**config.mk**
```make
export PLATFORM = sky130hd
export DESIGN_NAME = fib_job_scheduler
export DESIGN_NICKNAME = d
export VERILOG_FILES = /design/src/rtl/fib_job_scheduler.sv
export SDC_FILE = /design/constraint.sdc
export NUM_CORES = 1
export LEC_CHECK = 0
export ABC_AREA = 1
export CELL_PAD_IN_SITES_DETAIL_PLACEMENT = 2
export CELL_PAD_IN_SITES_GLOBAL_PLACEMENT = 2
export CORE_MARGIN = 1
export CORE_UTILIZATION = 30
export CTS_BUF_LIST = sky130_fd_sc_hd__clkbuf_2
export DETAILED_ROUTE_END_ITERATION = 8
export PLACE_DENSITY = 0.84
export SYNTH_ARGS = -nofsm -noshare
export SYNTH_HDL_FRONTEND = slang
export SYNTH_SLANG_ARGS = --single-unit
```
**constraint.sdc**
```tcl
create_clock -name clk -period 1.8 [get_ports clk]
set_input_delay 0.36 -clock clk [delete_from_list [all_inputs] [get_ports clk]]
set_output_delay 0.36 -clock clk [all_outputs]
set_load 0.02 [all_outputs]
```
**src/rtl/fib_job_scheduler.sv**
```systemverilog
// fib_job_scheduler: request FIFO and job sequencer feeding the Fibonacci
// core, with timeout-tagged result capture on a valid/ready output.
//
// Ports:
//   clk, rst               clock, synchronous active-high reset
//   req_valid/req_n        request N in, req_ready out (FIFO not full)
//   fib_n, fib_rst         core operand and core reset/start pulse
//   fib_out, fib_ready     core result and its outReady level
//   res_valid/res_ready    result handshake
//   res_data/res_n/res_err result value, its N, timeout flag
//   busy                   scheduler not idle or FIFO not empty
module fib_job_scheduler #(
    parameter int N_W     = 5,
    parameter int OUT_W   = 10,
    parameter int DEPTH   = 4,
    parameter int CNT_W   = 12,
    parameter int TIMEOUT = 4095
) (
    input  logic             clk,
    input  logic             rst,
    input  logic             req_valid,
    input  logic [N_W-1:0]   req_n,
    output logic             req_ready,
    output logic [N_W-1:0]   fib_n,
    output logic             fib_rst,
    input  logic [OUT_W-1:0] fib_out,
    input  logic             fib_ready,
    output logic             res_valid,
    output logic [OUT_W-1:0] res_data,
    output logic [N_W-1:0]   res_n,
    output logic             res_err,
    input  logic             res_ready,
    output logic             busy
);

    localparam int AW = $clog2(DEPTH);
    localparam logic [AW:0] FULL_CNT = (AW + 1)'(DEPTH);
    localparam logic [CNT_W-1:0] TO_CNT = CNT_W'(TIMEOUT);

    typedef enum logic [2:0] {
        S_IDLE,
        S_START,
        S_GUARD,
        S_WAIT,
        S_HOLD
    } state_t;

    state_t state, state_nxt;

    logic [N_W-1:0] mem [DEPTH];
    logic [AW-1:0]  wr_ptr;
    logic [AW-1:0]  rd_ptr;
    logic [AW:0]    count;
    logic [CNT_W-1:0] cnt;

    logic full;
    logic empty;
    logic push;
    logic pop;
    logic hit;
    logic expire;

    // full comes from the registered count only, so a same-cycle pop
    // never makes room for a push.
    assign full      = (count == FULL_CNT);
    assign empty     = (count == '0);
    assign req_ready = !full;
    assign push      = req_valid && !full;

    // The core is held in reset whenever the scheduler is.
    assign fib_rst = rst || (state == S_START);
    assign busy    = (state != S_IDLE) || !empty;

    always_comb begin
        state_nxt = state;
        pop       = 1'b0;
        hit       = 1'b0;
        expire    = 1'b0;
        unique case (state)
            S_IDLE: begin
                if (!empty) begin
                    pop       = 1'b1;
                    state_nxt = S_START;
                end
            end
            S_START: state_nxt = S_GUARD;
            // outReady may still be high from the previous job here.
            S_GUARD: state_nxt = S_WAIT;
            S_WAIT: begin
                if (fib_ready) begin
                    hit       = 1'b1;
                    state_nxt = S_HOLD;
                end else if (cnt == TO_CNT) begin
                    expire    = 1'b1;
                    state_nxt = S_HOLD;
                end
            end
            S_HOLD: begin
                if (res_ready) begin
                    state_nxt = S_IDLE;
                end
            end
            default: state_nxt = S_IDLE;
        endcase
    end

    always_ff @(posedge clk) begin
        if (rst) begin
            state <= S_IDLE;
        end else begin
            state <= state_nxt;
        end
    end

    always_ff @(posedge clk) begin
        if (push) begin
            mem[wr_ptr] <= req_n;
        end
    end

    always_ff @(posedge clk) begin
        if (rst) begin
            wr_ptr <= '0;
            rd_ptr <= '0;
            count  <= '0;
        end else begin
            if (push) begin
                wr_ptr <= wr_ptr + 1'b1;
            end
            if (pop) begin
                rd_ptr <= rd_ptr + 1'b1;
            end
            unique case ({push, pop})
                2'b10:   count <= count + 1'b1;
                2'b01:   count <= count - 1'b1;
                default: count <= count;
            endcase
        end
    end

    always_ff @(posedge clk) begin
        if (rst) begin
            fib_n     <= '0;
            cnt       <= '0;
            res_valid <= 1'b0;
            res_data  <= '0;
            res_n     <= '0;
            res_err   <= 1'b0;
        end else begin
            if (pop) begin
                fib_n <= mem[rd_ptr];
            end

            if (state == S_START) begin
                cnt <= '0;
            end else if (state == S_WAIT && !hit && !expire) begin
                cnt <= cnt + 1'b1;
            end

            // A ready core wins over a coincident timeout.
            if (hit) begin
                res_valid <= 1'b1;
                res_data  <= fib_out;
                res_n     <= fib_n;
                res_err   <= 1'b0;
            end else if (expire) begin
                res_valid <= 1'b1;
                res_data  <= '0;
                res_n     <= fib_n;
                res_err   <= 1'b1;
            end else if (state == S_HOLD && res_ready) begin
                res_valid <= 1'b0;
            end
        end
    end

endmodule

```
==> results.yml, run 1 <==
clock_network:
  cts-root-buf: "clkbuf_2"
  clockBufferDepth: 2
  cts_tree: "built"
  cts_buffers: 9
  ctsHoldBuffers: 0
  cts_max_level: 3
  clock-sinks: 64
  path_clk_slew_ns: 0.23
  clk_latency_ns: 0.53
hold_path:
  hold_class: "input pin to flop"
  hold_start: "fib_out[8]"
route:
  first_iter_violations: 31
  drc: 0
  drt-pass1-iter-count: 4
  ant_nets: 0
  via_count: 2654
  wl_per_cell_um: 15.9
  wl_um: 8770
  routed_via_density: 4.81
finish:
  nNetsFinal: 445
  drive_gt1_frac: 0.203
  antenna_cells: 0
  utilization: 0.422
  finish.instance_area_um2: 3920
  area_growth_pct: 36.3
  final_cell_mix: "62 x nand2_1, 43 x nor2_1, 38 x dfxtp_1"
  final_common_cell: "nand2_1"
power_and_ir_drop:
  seq_power_share: 0.380
  peakVddDrop_v: 0.000581
  p_leak_nw: 1.62
  switching_share: 0.371
  pwr-share-clk: 0.241
  p_comb_frac: 0.378
  switchingPower_mw: 1.85
  internal-power_mw: 3.12
  powerDensity_nw_per_um2: 1270
  finalPower_mw: 4.97
logic_synthesis:
  ys_types: 31
  ys.flop_type: "dfxtp_1"
  synth_edf_count: 20
  syn_inst: 339
  ys_warn_count: 0
  yosysSeqAreaShare: 0.515
  postSynth.asyncResetShare: 0
  netlist_area_um2: 2880
  syn_nets: 366
  avgSynthCellArea_um2: 8.49
  ys_seq_elements: 64
timing:
  final.min_clock_period_ns: 1.83
  whs_ns: 0.356
  worstMarginPinSlew_ns: 0.558
  relSlewSlack: 0.626
  hold_violations: 0
  max_freq_mhz: 548
  grt_setup_unrepaired: "yes"
  setup_viol: 3
  fin_crit_sh: 1.01
  worst_slack_ns: -0.0253
  final_max_slew_viol_count: 0
  skew_ns: 0.0310
setup_path:
  cp-start-kind: "flop"
  end_kind: "flop"
  worstPathMaxFanout: 3
  worstReg2RegStart: "state[0]$_SDFFE_PP0P_"
  timing.critical_path.from: "state[0]$_SDFFE_PP0P_"
  path_class: "flop to flop"
  crit_required_ns: 2.23
  arrival_ns: 2.26
global_routing:
  grt_overflow: 0
  grt_start_max_net_pins: 20
  antenna_found_initial: 0
  grt_pass1_vias: 2879
  track_usage: 0.191
  grt_pass1_wl_um: 14500
status:
  violations: "negative setup slack"
  outcome: "finished with violations"
die:
  ioPinCount: 45
  core_area_um2: 9280
  initial_utilization: 0.310
  fp.dieH_um: 99.9
  die_width_um: 99.9
  dieArea_um2: 9980
  rows: 35
place:
  placed_area_um2: 3690
  gp_congestion: 0.707
  hpwl_um: 6190
  port-buffer-count: 44
run:
  maxCapViolCount: 0
## synth_stat cells (2+ instances only)
cell type / instances / area (µm²)
nand2_1: 65 / 244
nor2_1: 45 / 169
dfxtp_1: 44 / 881
a21oi_1: 36 / 180
inv_1: 28 / 105
o21ai_0: 23 / 115
edfxtp_1: 20 / 601
nand3_1: 20 / 100
nand3b_1: 7 / 52.6
ha_1: 6 / 75.1
nand4_1: 6 / 37.5
clkbuf_1: 5 / 18.8
o22ai_1: 5 / 31.3
nor3_1: 4 / 20.0
xor2_1: 3 / 26.3
buf_2: 2 / 10.0
buf_4: 2 / 15.0
buf_6: 2 / 22.5
nand2_2: 2 / 12.5
nor2_4: 2 / 22.5
xnor2_1: 2 / 17.5
## metrics by stage
stage / setup TNS, ns / std cells / setup slack (ns)
after floorplan: 0 / 339 / 0.0229
after global placement: -0.390 / 531 / -0.249
after detailed placement: -0.828 / 531 / -0.252
after CTS: -0.171 / 550 / -0.0795
after global routing: -0.317 / 552 / -0.123
final: -0.0349 / 552 / -0.0253
## critical path: stages, from the launching register on
cell	delay (ns)
dfxtp_2	0.39
nor2_4	0.13
inv_4	0.06
nor3_4	0.16
ha_2	0.20
inv_2	0.04
fa_2	0.34
a21oi_2	0.13
o21ai_1	0.09
o21ai_1	0.13
a21oi_1	0.05
## per-layer routing
layer	wire, µm	track usage	part of all wire
met5	0	0	0
met4	190	0.0882	0.022
met3	188	0.0355	0.021
met2	4700	0.349	0.54
met1	3690	0.216	0.42
## power groups by stage
stage / clock network (mW) / registers (mW) / logic [mW]
finish: 1.20 / 1.89 / 1.88
global route: 1.30 / 1.91 / 2.07
CTS: 1.22 / 1.87 / 1.75
detailed placement: 0 / 1.88 / 1.70
global placement: 0 / 1.87 / 1.59
floorplan: 0 / 1.96 / 0.819
## path summary, 6_finish.rpt
kind                                            endpoint  slack [ns]  cells past startpoint
worst max-delay path               count[2]$_SDFFE_PP0P_       -0.03                     10
worst min-delay path            res_data[8]$_SDFFE_PP0P_        0.36                      3
worst max register to register     count[2]$_SDFFE_PP0P_       -0.03                     10
worst min register to register  res_data[5]$_SDFFE_PP0P_        0.49                      2
## flip-flops by register name, indices dropped and copies added, names as in the netlist
register   count
res_n          5
wr_ptr         2
rd_ptr         2
res_data      10
count          3
mem           20
cnt           12
res_err        1
res_valid      1
state          3
fib_n          5
## cell type report
class	instances	area [µm²]
multi-input combinational	234	1280
inverter	30	118
sequential	64	1490
fill	1068	5360
clock buffer	9	45.0
tap	129	161
timing repair buffer	79	704
clock inverter	7	119
## timing repair
action	in CTS	in global routing
endpoints found under the hold margin	0	0
pin swaps	5	6
resized for setup	50	11
setup buffers	3	2
endpoints found under the setup margin	26	4
## kinds of logic (layout without fill, tap and decap cells)
kind of cell | after synthesis | count (layout) | synth area share
buf+inv | 41 | 125 | 0.0622
xor+xnor | 5 | 5 | 0.0152
simple gates | 157 | 157 | 0.257
fa+ha+maj | 7 | 7 | 0.0331
compound gates | 65 | 65 | 0.118
flops | 64 | 64 | 0.515
(Power assumes the default switching activity.)
==> inputs of run 2 (changes only) <==
Settings changed: CTS_CLUSTER_SIZE set to 8, MAX_ROUTING_LAYER set to met4.
==> results.yml, run 2 (same netlist as run 1, synthesis figures left out) <==
power_and_ir_drop:
  seq_power_share: 0.383
  switchingPower_mw: 1.83
  internal-power_mw: 3.10
  powerDensity_nw_per_um2: 1260
  p_leak_nw: 1.62
  peakVddDrop_v: 0.000581
  pwr-share-clk: 0.243
  p_comb_frac: 0.374
  switching_share: 0.371
  finalPower_mw: 4.93
hold_path:
  min_path_cells: 3
  hold_class: "input pin to flop"
die:
  initial_utilization: 0.310
  dieArea_um2: 9980
  core_area_um2: 9280
  die_width_um: 99.9
  ioPinCount: 45
  rows: 35
  fp.dieH_um: 99.9
route:
  wl_um: 8680
  first_iter_violations: 28
  via_count: 2662
  drt-pass1-iter-count: 4
  ant_nets: 0
  wl_per_cell_um: 15.7
  drc: 0
  routed_via_density: 4.83
clock_network:
  cts_buffers: 9
  cts-root-buf: "clkbuf_2"
  path_clk_slew_ns: 0.21
  clock-sinks: 64
  cts_max_level: 3
  cts_tree: "built"
  clockBufferDepth: 2
  ctsHoldBuffers: 0
  clk_latency_ns: 0.54
finish:
  largest_reg_flops: 20
  final_cell_mix: "62 x nand2_1, 43 x nor2_1, 38 x dfxtp_1"
  nFillCells: 1059
  top_regs: "mem (20), cnt (12), res_data (10)"
  final_cells: 551
  antenna_cells: 0
  area_growth_pct: 36.1
  nNetsFinal: 444
  top_register: "mem"
  drive_gt1_frac: 0.201
  finish.instance_area_um2: 3910
  final_common_cell: "nand2_1"
setup_path:
  timing.critical_path.from: "state[0]$_SDFFE_PP0P_"
  cp_cell_sequence: "buf_4 > nand3b_1 > nand2_2 > buf_6"
  slowest_delay_ns: 0.41
  worstReg2RegStart: "state[0]$_SDFFE_PP0P_"
  worstSetupEndpoint: "fib_rst"
  end_kind: "output port"
  cp-start-kind: "flop"
  worstPathMaxFanout: 3
  cpMaxStageDelayCell: "dfxtp_2"
  path_class: "flop to output port"
  reg2regPathDepth: 10
  reg2reg_to: "count[2]$_SDFFE_PP0P_"
  arrival_ns: 1.44
  r2r_setup_slack_ns: 0.01
  crit_required_ns: 1.44
global_routing:
  grt_start_max_net_pins: 20
  grt_overflow: 0
  track_usage: 0.197
  grt_pass1_vias: 2876
  antenna_found_initial: 0
  grt_pass1_wl_um: 14500
place:
  numPlacedInstances: 531
  port-buffer-count: 44
  gp_congestion: 0.715
  hpwl_um: 6190
  placed_area_um2: 3690
timing:
  max_freq_mhz: 557
  relSlewSlack: 0.626
  fin_crit_sh: 0.997
  final_max_slew_viol_count: 0
  setup_total_negative_slack_ns: 0
  worstMarginPinSlew_ns: 0.558
  skew_ns: 0.0207
  setup_viol: 0
  hold_violations: 0
  final.min_clock_period_ns: 1.80
  grt_setup_unrepaired: "yes"
status:
  outcome: "finished, final reports clean"
run:
  maxCapViolCount: 0
## run 2: layer usage
metal  GRT usage  up-vias  routed length (µm)
met3      0.0292       15                 209
met1       0.216     1322                3580
met5           -        -                   0
met2       0.349       34                4650
met4      0.0950        0                 240
li1            -     1291                   -
## run 2: area by class of cell
class                   count  area, µm²  share of cell area
flip-flops and latches     64       1490               0.381
inverters                  30        118              0.0301
repair buffers             78        697               0.178
clock inverters             7        119              0.0304
well taps                 129        161              0.0412
clock buffers               9       45.0              0.0115
multi-input cells         234       1280               0.328
## run 2: power by group through the flow
stage | clock network (mW) | registers (mW) | logic (mW)
after floorplan | 0 | 1.96 | 0.819
after global placement | 0 | 1.87 | 1.59
after detailed placement | 0 | 1.88 | 1.70
after CTS | 1.22 | 1.87 | 1.75
after global routing | 1.30 | 1.92 | 2.04
final | 1.20 | 1.89 | 1.85
## run 2: critical path, delay by kind of cell, from the launching register on
kind / cells / cell delay, ns
DFF: 1 / 0.41
buffers and inverters: 2 / 0.26
and+or+nand+nor: 2 / 0.23
## run 2: through the flow
step / utilization / hold slack (ns) / setup WS, ns
after floorplan: - / 0.429 / 0.0229
after global placement: 0.397 / 0.434 / -0.249
after detailed placement: 0.397 / 0.451 / -0.252
after CTS: 0.416 / 0.337 / -0.0795
after global routing: 0.422 / 0.309 / -0.0948
final: 0.422 / 0.342 / 0.00452
## run 2: worst min-delay path by stage
stage | slack [ns] | start | end
6_report | 0.34 | fib_out[5] | res_data[5]$_SDFFE_PP0P_
4_1_cts | 0.34 | fib_out[5] | res_data[5]$_SDFFE_PP0P_
3_5_place_dp | 0.45 | res_err$_SDFFE_PP0P_ | res_err$_SDFFE_PP0P_
5_1_grt | 0.31 | fib_out[7] | res_data[7]$_SDFFE_PP0P_
2_1_floorplan | 0.43 | rst | res_data[0]$_SDFFE_PP0P_
3_3_place_gp | 0.43 | res_err$_SDFFE_PP0P_ | res_err$_SDFFE_PP0P_
## run 2: timing repair
action / CTS / global route
buffers inserted: 3 / 1
hold endpoints to repair: 0 / 0
gates resized for setup: 50 / 11
pin swaps: 5 / 5
setup endpoints to repair: 26 / 4
